### config.mk
export PLATFORM = sky130hd
export DESIGN_NAME = freq_spi_loader
export DESIGN_NICKNAME = d
export VERILOG_FILES = /design/src/rtl/freq_spi_loader.sv
export SDC_FILE = /design/constraint.sdc
export NUM_CORES = 1
export LEC_CHECK = 0
export CAP_MARGIN = 20
export CORE_ASPECT_RATIO = 0.5
export CORE_MARGIN = 2
export CORE_UTILIZATION = 52
export CTS_CLUSTER_DIAMETER = 80
export DETAILED_ROUTE_END_ITERATION = 6
export GPL_TIMING_DRIVEN = 0
export PLACE_DENSITY_LB_ADDON = 0.15
export REMOVE_ABC_BUFFERS = 1
export SLEW_MARGIN = 20
export SYNTH_ARGS = -nofsm -noshare
export SYNTH_HDL_FRONTEND = slang
export SYNTH_SLANG_ARGS = --single-unit
### constraint.sdc
create_clock -name clk -period 2.4 [get_ports clk]
set_input_delay 0.48 -clock clk [delete_from_list [all_inputs] [get_ports clk]]
set_output_delay 0.48 -clock clk [all_outputs]
set_load 0.02 [all_outputs]
### src/rtl/freq_spi_loader.sv
// freq_spi_loader
//   Loads one frequency word from the LUT and writes it to the RF synthesiser
//   as two 16-bit mode-0 SPI frames: FreqData[31:16] first, then FreqData[15:0].
//   Each frame is sent MSB first.
//
//   Ports
//     clk, rstn           clock, synchronous active-low reset
//     start, freq_num_in  load request and channel index (sampled when idle)
//     FreqNum             registered channel index to the LUT
//     FreqData            LUT word, sampled at the end of the 2-cycle LUT wait
//     busy, done          transfer in progress / one-cycle completion pulse
//     spi_cs_n, spi_sclk, spi_mosi  SPI pins (sclk idles low)
//
//   Optional feature macro: FREQ_LOADER_SKIP_SAME_EN
//     When this macro is defined, a request for the channel index that was
//     last loaded successfully completes without SPI traffic.
module freq_spi_loader #(
  parameter int CLK_DIV = 4,
  parameter int CS_GAP  = 4
) (
  input  logic        clk,
  input  logic        rstn,
  input  logic        start,
  input  logic [4:0]  freq_num_in,
  output logic [4:0]  FreqNum,
  input  logic [31:0] FreqData,
  output logic        busy,
  output logic        done,
  output logic        spi_cs_n,
  output logic        spi_sclk,
  output logic        spi_mosi
);

  // The divider also times the LUT wait, so it needs to be able to hold 1.
  localparam int DW = (CLK_DIV > 2) ? $clog2(CLK_DIV) : 1;
  localparam int GW = (CS_GAP  > 2) ? $clog2(CS_GAP)  : 1;
  localparam logic [DW-1:0] DIV_LAST = DW'(CLK_DIV - 1);
  localparam logic [GW-1:0] GAP_LAST = GW'(CS_GAP - 1);

  localparam logic [2:0] S_IDLE  = 3'd0;
  localparam logic [2:0] S_LUT   = 3'd1;
  localparam logic [2:0] S_SHIFT = 3'd2;
  localparam logic [2:0] S_GAP   = 3'd3;
`ifdef FREQ_LOADER_SKIP_SAME_EN
  localparam logic [2:0] S_SKIP  = 3'd4;
  logic [4:0] last_num;
  logic       last_valid;
`endif

  logic [2:0]    state;
  logic [DW-1:0] div;
  logic [GW-1:0] gap;
  logic [3:0]    bit_cnt;
  logic          frame;
  // The whole word shifts left through both frames; after frame0 the low
  // half sits in the top bits, so mosi always comes from sh[31].
  logic [31:0]   sh;

  always_ff @(posedge clk) begin
    if (!rstn) begin
      state    <= S_IDLE;
      FreqNum  <= '0;
      busy     <= 1'b0;
      done     <= 1'b0;
      spi_cs_n <= 1'b1;
      spi_sclk <= 1'b0;
      spi_mosi <= 1'b0;
      div      <= '0;
      gap      <= '0;
      bit_cnt  <= '0;
      frame    <= 1'b0;
      sh       <= '0;
`ifdef FREQ_LOADER_SKIP_SAME_EN
      last_num   <= '0;
      last_valid <= 1'b0;
`endif
    end else begin
      done <= 1'b0;
      case (state)
        S_IDLE: begin
          if (start) begin
            FreqNum <= freq_num_in;
            busy    <= 1'b1;
            div     <= '0;
`ifdef FREQ_LOADER_SKIP_SAME_EN
            if (last_valid && (freq_num_in == last_num)) state <= S_SKIP;
            else                                         state <= S_LUT;
`else
            state <= S_LUT;
`endif
          end
        end
`ifdef FREQ_LOADER_SKIP_SAME_EN
        S_SKIP: begin
          busy       <= 1'b0;
          done       <= 1'b1;
          last_valid <= 1'b1;
          last_num   <= FreqNum;
          state      <= S_IDLE;
        end
`endif
        S_LUT: begin
          if (div == DW'(1)) begin
            div      <= '0;
            sh       <= FreqData;
            frame    <= 1'b0;
            bit_cnt  <= '0;
            spi_cs_n <= 1'b0;
            spi_sclk <= 1'b0;
            spi_mosi <= FreqData[31];
            state    <= S_SHIFT;
          end else begin
            div <= div + 1'b1;
          end
        end
        S_SHIFT: begin
          if (div == DIV_LAST) begin
            div <= '0;
            if (!spi_sclk) begin
              spi_sclk <= 1'b1;
            end else begin
              // End of a high phase: next bit (or end of frame) starts low.
              spi_sclk <= 1'b0;
              sh       <= sh << 1;
              bit_cnt  <= bit_cnt + 1'b1;
              if (bit_cnt == 4'd15) begin
                spi_cs_n <= 1'b1;
                spi_mosi <= 1'b0;
                gap      <= '0;
                state    <= S_GAP;
              end else begin
                spi_mosi <= sh[30];
              end
            end
          end else begin
            div <= div + 1'b1;
          end
        end
        S_GAP: begin
          if (gap == GAP_LAST) begin
            gap <= '0;
            if (!frame) begin
              frame    <= 1'b1;
              spi_cs_n <= 1'b0;
              spi_mosi <= sh[31];
              state    <= S_SHIFT;
            end else begin
              busy  <= 1'b0;
              done  <= 1'b1;
              state <= S_IDLE;
`ifdef FREQ_LOADER_SKIP_SAME_EN
              last_valid <= 1'b1;
              last_num   <= FreqNum;
`endif
            end
          end else begin
            gap <= gap + 1'b1;
          end
        end
        default: state <= S_IDLE;
      endcase
    end
  end

endmodule

Yosys cells after proc, flatten, opt, wreduce, memory -nomap -nowiden
Cells that the tools add are included.

Flip-flop bits (word level): 54. Output and inout bits: 10. Word-level logic and storage cells: 97.

Add/subtract/negate cells: 3. Equality and inequality tests: 15. Reductions and logical operators: 18. Mux-type cells: 49.

Operators with widths (number): 32-bit 2-to-1 mux (3); 32-bit case mux with 2 select lines (1); 1-bit 2-to-1 mux (19); 3-bit 2-to-1 mux (6); 2-bit 2-to-1 mux (8); 2-bit inequality test, second input constant (8); 4-bit 2-to-1 mux (3); 3-bit case mux with 4 select lines (1); 4-bit AND reduction (3); 6-bit AND reduction (2); 3-bit AND reduction (3); 4-bit case mux with 2 select lines (1); 2-bit nonzero test (4); 7-bit AND reduction (1); 3-bit by 2-bit equality test with 1-bit output, second input constant (2); 1-bit case mux with 2 select lines (3); 1-bit case mux with 3 select lines (2); 2-bit case mux with 3 select lines (1); 3-bit nonzero test (2); 2-bit by 1-bit adder with 2-bit output, second input constant (2); 4-bit by 1-bit adder with 4-bit output, second input constant (1); 2-bit equality test, second input constant (2); 4-bit equality test, second input constant (1); 2-bit case mux with 2 select lines (1); 4 further kinds (5).

Logic depth before layout (Yosys ltp)
Depth in word-level cells: 5. Mapped depth: 8. Mapped depth without buffers: 6.

Worst setup path before layout
No wires, ideal clock.

Path kind: register to register. Start: register state[0]. End: register sh[14]. Setup slack: 727 ps. Library setup time: 116 ps. Clock period less this slack: 1673 ps. Arrival: 1557 ps. Path buffers: 2. Required time: 2284 ps. Cell stages (with the launch flop): 8. Cells stage by stage: dfxtp_1 -> inv_1 -> ha_1 -> buf_2 -> mux2i_1 -> nor2_4 -> buf_2 -> o211a_1.

Longest elaborated chain between the ends: 3.

RTL lines: start, declared (line 50) `logic [2:0] state;`; start signal, assigned (line 61) `state <= S_IDLE;`; start signal, assigned (line 89) `state <= S_LUT;`; start signal, assigned (line 111) `state <= S_SHIFT;`; 3-bit by 2-bit equality test with 1-bit output / 3-bit by 1-bit equality test with 1-bit output (equally long branches) (line 79) `case (state)`; 2-bit inequality test (no line) / 2-bit nonzero test (equally long branches); 4-bit AND reduction (no line); end signal, assigned (line 105) `sh <= FreqData;`; end signal, assigned (line 124) `sh <= sh << 1;`; end, declared (line 57) `logic [31:0] sh;`.

Several ways; a longest one is shown, not always the timed one. A chain may end at the register's enable or synchronous reset.

Worst setup path in the final report
Start: register state[0]. End: register sh[21].

Same word-level chain as after synthesis.

==> flow_summary.html <==
<table>
<tr><th>Metric</th><th>Value</th></tr>
<tr><th colspan="2">Pwr</th></tr>
<tr><td>Cell Pwr Density</td><td>about 1000 mW/mm^2</td></tr>
<tr><td>Leakage</td><td>1.519 nW</td></tr>
<tr><td>Post-route total power</td><td>3.293 mW</td></tr>
<tr><td>Peak supply drop</td><td>approximately 0.46 mV</td></tr>
<tr><th colspan="2">STA</th></tr>
<tr><td>Final TNS setup</td><td>0 ps</td></tr>
<tr><td>Final worst path period need</td><td>2161 ps</td></tr>
<tr><td>Clock tree skew after final layout</td><td>7.921 ps</td></tr>
<tr><td>Pin slew with the least headroom to its limit</td><td>711.7 ps</td></tr>
<tr><td>Fraction of the cycle the final worst path needs</td><td>90.05%</td></tr>
<tr><td>Tightest hold margin</td><td>466.2 ps</td></tr>
<tr><td>Crit path setup slack, layout</td><td>approximately 240 ps</td></tr>
<tr><td>Unrepaired setup endpoints after global routing</td><td>no</td></tr>
<tr><td>Final slew viol count</td><td>0</td></tr>
<tr><td>Number of setup violations in the final report</td><td>0</td></tr>
<tr><td>Endpoints failing hold</td><td>0</td></tr>
<tr><td>Fmax achieved</td><td>462.7 MHz</td></tr>
<tr><td>Slew HR</td><td>roughly 51%</td></tr>
<tr><th colspan="2">Yosys</th></tr>
<tr><td>Post-synthesis cell count</td><td>272</td></tr>
<tr><td>Share of synthesized area spent on multiplexers</td><td>12.37%</td></tr>
<tr><td>Main combinational cell family by area after synthesis</td><td>compound AO/OA/AOI/OAI gates</td></tr>
<tr><td>Total standard cell area after synthesis</td><td>between 0.002 and 0.003 sq mm</td></tr>
<tr><td>Xor and xnor fraction of the mapped netlist area</td><td>~1%</td></tr>
<tr><td>Number of flops mapped to enable cells by yosys</td><td>0</td></tr>
<tr><td>Share of the synthesized area in the top cell type</td><td>40.99%</td></tr>
<tr><td>Fraction of the mapped netlist area in adder cells</td><td>5.317%</td></tr>
<tr><td>Cell accounting for the most synthesized area</td><td>sky130_fd_sc_hd__dfxtp_1</td></tr>
<tr><td>Compound-cell area share of the yosys netlist</td><td>21.51%</td></tr>
<tr><td>Most area-consuming cells after synthesis</td><td>sky130_fd_sc_hd__dfxtp_1 (41%), sky130_fd_sc_hd__o211a_1 (13%), sky130_fd_sc_hd__mux2i_1 (12%), sky130_fd_sc_hd__nand2_1 (6.1%), sky130_fd_sc_hd__ha_1 (5.3%)</td></tr>
<tr><td>Fraction of the mapped netlist area in simple logic gates</td><td>14.93%</td></tr>
<tr><td>Sequential cell area fraction in the yosys report</td><td>40.99%</td></tr>
<tr><td>Synth Flop Type</td><td>sky130_fd_sc_hd__dfxtp_1</td></tr>
<tr><td>Per-instance average area after synthesis</td><td>9.517 sq um</td></tr>
<tr><td>Top cells by count, synth</td><td>sky130_fd_sc_hd__dfxtp_1 (53), sky130_fd_sc_hd__nand2_1 (42), sky130_fd_sc_hd__o211a_1 (33), sky130_fd_sc_hd__mux2i_1 (32)</td></tr>
<tr><td>Flop and latch count out of synthesis</td><td>53</td></tr>
<tr><td>Yosys cell types</td><td>34</td></tr>
<tr><td>Cell with the most instances after synthesis</td><td>sky130_fd_sc_hd__dfxtp_1</td></tr>
<tr><td>Synth warn</td><td>0</td></tr>
<tr><td>Proportion of register bits with asynchronous set or reset after synthesis</td><td>0%</td></tr>
<tr><th colspan="2">Die</th></tr>
<tr><td>Placeable core area</td><td>approximately 0.0049 sq mm</td></tr>
<tr><td>Area enclosed by the die boundary</td><td>~0.0056 sq mm</td></tr>
<tr><td>Height of the die</td><td>around 54 microns</td></tr>
<tr><td>Number of I/O pins</td><td>50</td></tr>
<tr><td>Std-Cell Rows</td><td>18</td></tr>
<tr><td>Die extent in x</td><td>103.8 microns</td></tr>
<tr><td>Initial Utilization</td><td>53.22%</td></tr>
<tr><th colspan="2">GRT</th></tr>
<tr><td>Maximum number of pins on one net before global-route repair</td><td>43</td></tr>
<tr><td>Met2 Resource Use GR</td><td>a little under two fifths</td></tr>
<tr><td>Met1 Resource Use GR</td><td>22.03%</td></tr>
<tr><td>Met3 track utilization from global routing</td><td>under 10%</td></tr>
<tr><td>Total track usage</td><td>between 10% and 20%</td></tr>
<tr><td>Via count of the first global-routing pass</td><td>1916</td></tr>
<tr><td>Remaining global-route overflow</td><td>0</td></tr>
<tr><td>Global-route wire length before repair</td><td>~8600 microns</td></tr>
<tr><td>Most congested layer reported by global routing</td><td>met2</td></tr>
<tr><td>Antenna violations before repair</td><td>0</td></tr>
<tr><th colspan="2">Drt</th></tr>
<tr><td>Pre-Repair DR Iteration Count</td><td>4</td></tr>
<tr><td>Via count</td><td>2135</td></tr>
<tr><td>DRT antenna net count</td><td>0</td></tr>
<tr><td>DRC violation count after routing</td><td>0</td></tr>
<tr><td>Wire length after detailed routing</td><td>5474 microns</td></tr>
<tr><td>WL/cell</td><td>14.22 microns</td></tr>
<tr><td>Number of DRC violations after detailed-routing iteration 0</td><td>53</td></tr>
<tr><td>Vias per cell</td><td>~5.5</td></tr>
<tr><th colspan="2">Finish</th></tr>
<tr><td># nets final</td><td>366</td></tr>
<tr><td>Layout-stage area growth over the synthesis result</td><td>26.44%</td></tr>
<tr><td>Final Cell Area</td><td>0.003273 sq mm</td></tr>
<tr><td>Fraction of final layout cells sized beyond drive strength 1</td><td>5.079%</td></tr>
<tr><td>Post-route non-filler standard cell count</td><td>between 300 and 400</td></tr>
<tr><td>Final core utilization</td><td>between 60% and 70%</td></tr>
<tr><td>N_diodes</td><td>0</td></tr>
<tr><td>Filler cell count in the final layout</td><td>419</td></tr>
<tr><th colspan="2">Clock network</th></tr>
<tr><td>Bufs on Longest Clock Path</td><td>2</td></tr>
<tr><td>Worst-Skew Late Latency</td><td>about 300 ps</td></tr>
<tr><td>Master cell of the clock root buffer</td><td>sky130_fd_sc_hd__clkbuf_8</td></tr>
<tr><td>Maximum level of the CTS H-tree</td><td>2</td></tr>
<tr><td>Clock buffers created by TritonCTS</td><td>5</td></tr>
<tr><td>TritonCTS clock tree</td><td>done</td></tr>
<tr><td>Quantity of hold-fixing buffers added after cts</td><td>0</td></tr>
<tr><td>CTS sink cnt</td><td>53</td></tr>
<tr><td>Post-cts sizing count</td><td>0</td></tr>
<tr><td>Reg clk slew, reported paths</td><td>~90 ps</td></tr>
<tr><th colspan="2">Hold path</th></tr>
<tr><td>Worst min-delay path class</td><td>register to register</td></tr>
<tr><th colspan="2">Critical path</th></tr>
<tr><td>Data required time at the worst endpoint</td><td>roughly 2600 ps</td></tr>
<tr><td>Capturing element type of the critical path</td><td>register</td></tr>
<tr><td>Crit Path Category</td><td>register to register</td></tr>
<tr><td>Sort of element at the start of the critical path</td><td>register</td></tr>
<tr><td>Maximum fanout count along the critical path</td><td>24</td></tr>
<tr><td>Crit path arrival time</td><td>2400 ps</td></tr>
<tr><th colspan="2">Placement</th></tr>
<tr><td>Setup slack at placement</td><td>-247.0 ps</td></tr>
<tr><td>DP Area</td><td>0.003141 sq mm</td></tr>
<tr><td>Detailed placement HPWL</td><td>3569 microns</td></tr>
<tr><td>Cell Count Post-Placement</td><td>375</td></tr>
<tr><td>RD Place Congestion</td><td>0.7782</td></tr>
<tr><td>IO Port Bufs</td><td>49</td></tr>
<tr><th colspan="2">Status</th></tr>
<tr><td>Status</td><td>completed</td></tr>
<tr><th colspan="2">Flow run</th></tr>
<tr><td>Number of violations of the max-capacitance limit</td><td>0</td></tr>
</table>
[area by class of cell]
type | instances | area [sq um] | area share [%]
clock buffer | 7 | 86.33 | 2.638
sequential | 53 | 1061 | 32.42
multi-input combinational | 197 | 1446 | 44.19
tap | 70 | 87.58 | 2.676
timing repair buffer | 53 | 573.1 | 17.51
inverter | 5 | 18.77 | 0.5734
[worst paths after layout]
check                           startpoint         end  slack, ps  depth (start not counted)
worst max-delay path              state[0]      sh[21]        240                          5
worst max register to register    state[0]      sh[21]        240                          5
worst min-delay path            FreqNum[2]  FreqNum[2]        470                          2
worst min register to register  FreqNum[2]  FreqNum[2]        470                          2
[sequential cells by signal, indices dropped and copies added, names as in the netlist, 2 cells and up]
| signal | count |
|---|---|
| div | 2 |
| FreqNum | 5 |
| gap | 2 |
| bit_cnt | 4 |
| sh | 32 |
| state | 2 |
[report_power, final]
part,switching [mW],internal (mW)
clock network,0.268,0.229
logic,0.801,0.719
registers,0.152,1.12
[what timing repair did]
action                     in CTS  in global routing
cloned                          1                  0
setup endpoints to repair      33                 18
pin swaps                       1                  1
buffers inserted                1                  1
[critical path, cell delays in order (launching register included)]
cell,delay [ps]
sky130_fd_sc_hd__dfxtp_1,360
sky130_fd_sc_hd__inv_1,170
sky130_fd_sc_hd__ha_4,430
sky130_fd_sc_hd__mux2i_1,340
sky130_fd_sc_hd__nor2_2,590
sky130_fd_sc_hd__o211a_1,220
[per-layer routing]
| metal | share of wire, % | vias to the layer above |
|---|---|---|
| li1 | - | 1056 |
| met1 | 46 | 1020 |
| met2 | 48 | 50 |
| met3 | 4.9 | 9 |
| met4 | 0.99 | 0 |
| met5 | 0 | - |
[cells by family (layout without fill, tap and decap cells)]
group                    count (synthesis)  count (layout)
AND/OR/NAND/NOR                         83              84
AO/OA/AOI/OAI                           67              67
flip-flops                              53              53
multiplexers                            32              32
buffers and inverters                   23              65
adder cells (fa/ha/maj)                 11              11
XOR/XNOR                                 3               3
[placed cells by master, fill, tap and decap left out, drive strengths merged]
| master | n |
|---|---|
| dfxtp | 53 |
| clkdlybuf4s50 | 48 |
| nand2 | 42 |
| o211a | 33 |
| mux2i | 32 |
| nand3 | 12 |
| o21ai | 12 |
| ha | 11 |
| nor2 | 11 |
| a21boi | 9 |
| clkbuf | 7 |
| inv | 5 |
| buf | 5 |
| nand2b | 4 |
| a21oi | 4 |
| nor2b | 3 |
| and3 | 3 |
| xnor2 | 3 |
| nor3b | 3 |
| a31oi | 2 |
| a32o | 2 |
| and2 | 2 |
| or3 | 1 |
| and4 | 1 |
| a221oi | 1 |
| a21bo | 1 |
| o21a | 1 |
| a32oi | 1 |
| nor3 | 1 |
| a22oi | 1 |
| nand4 | 1 |
Power figures use the tool's default switching activity.
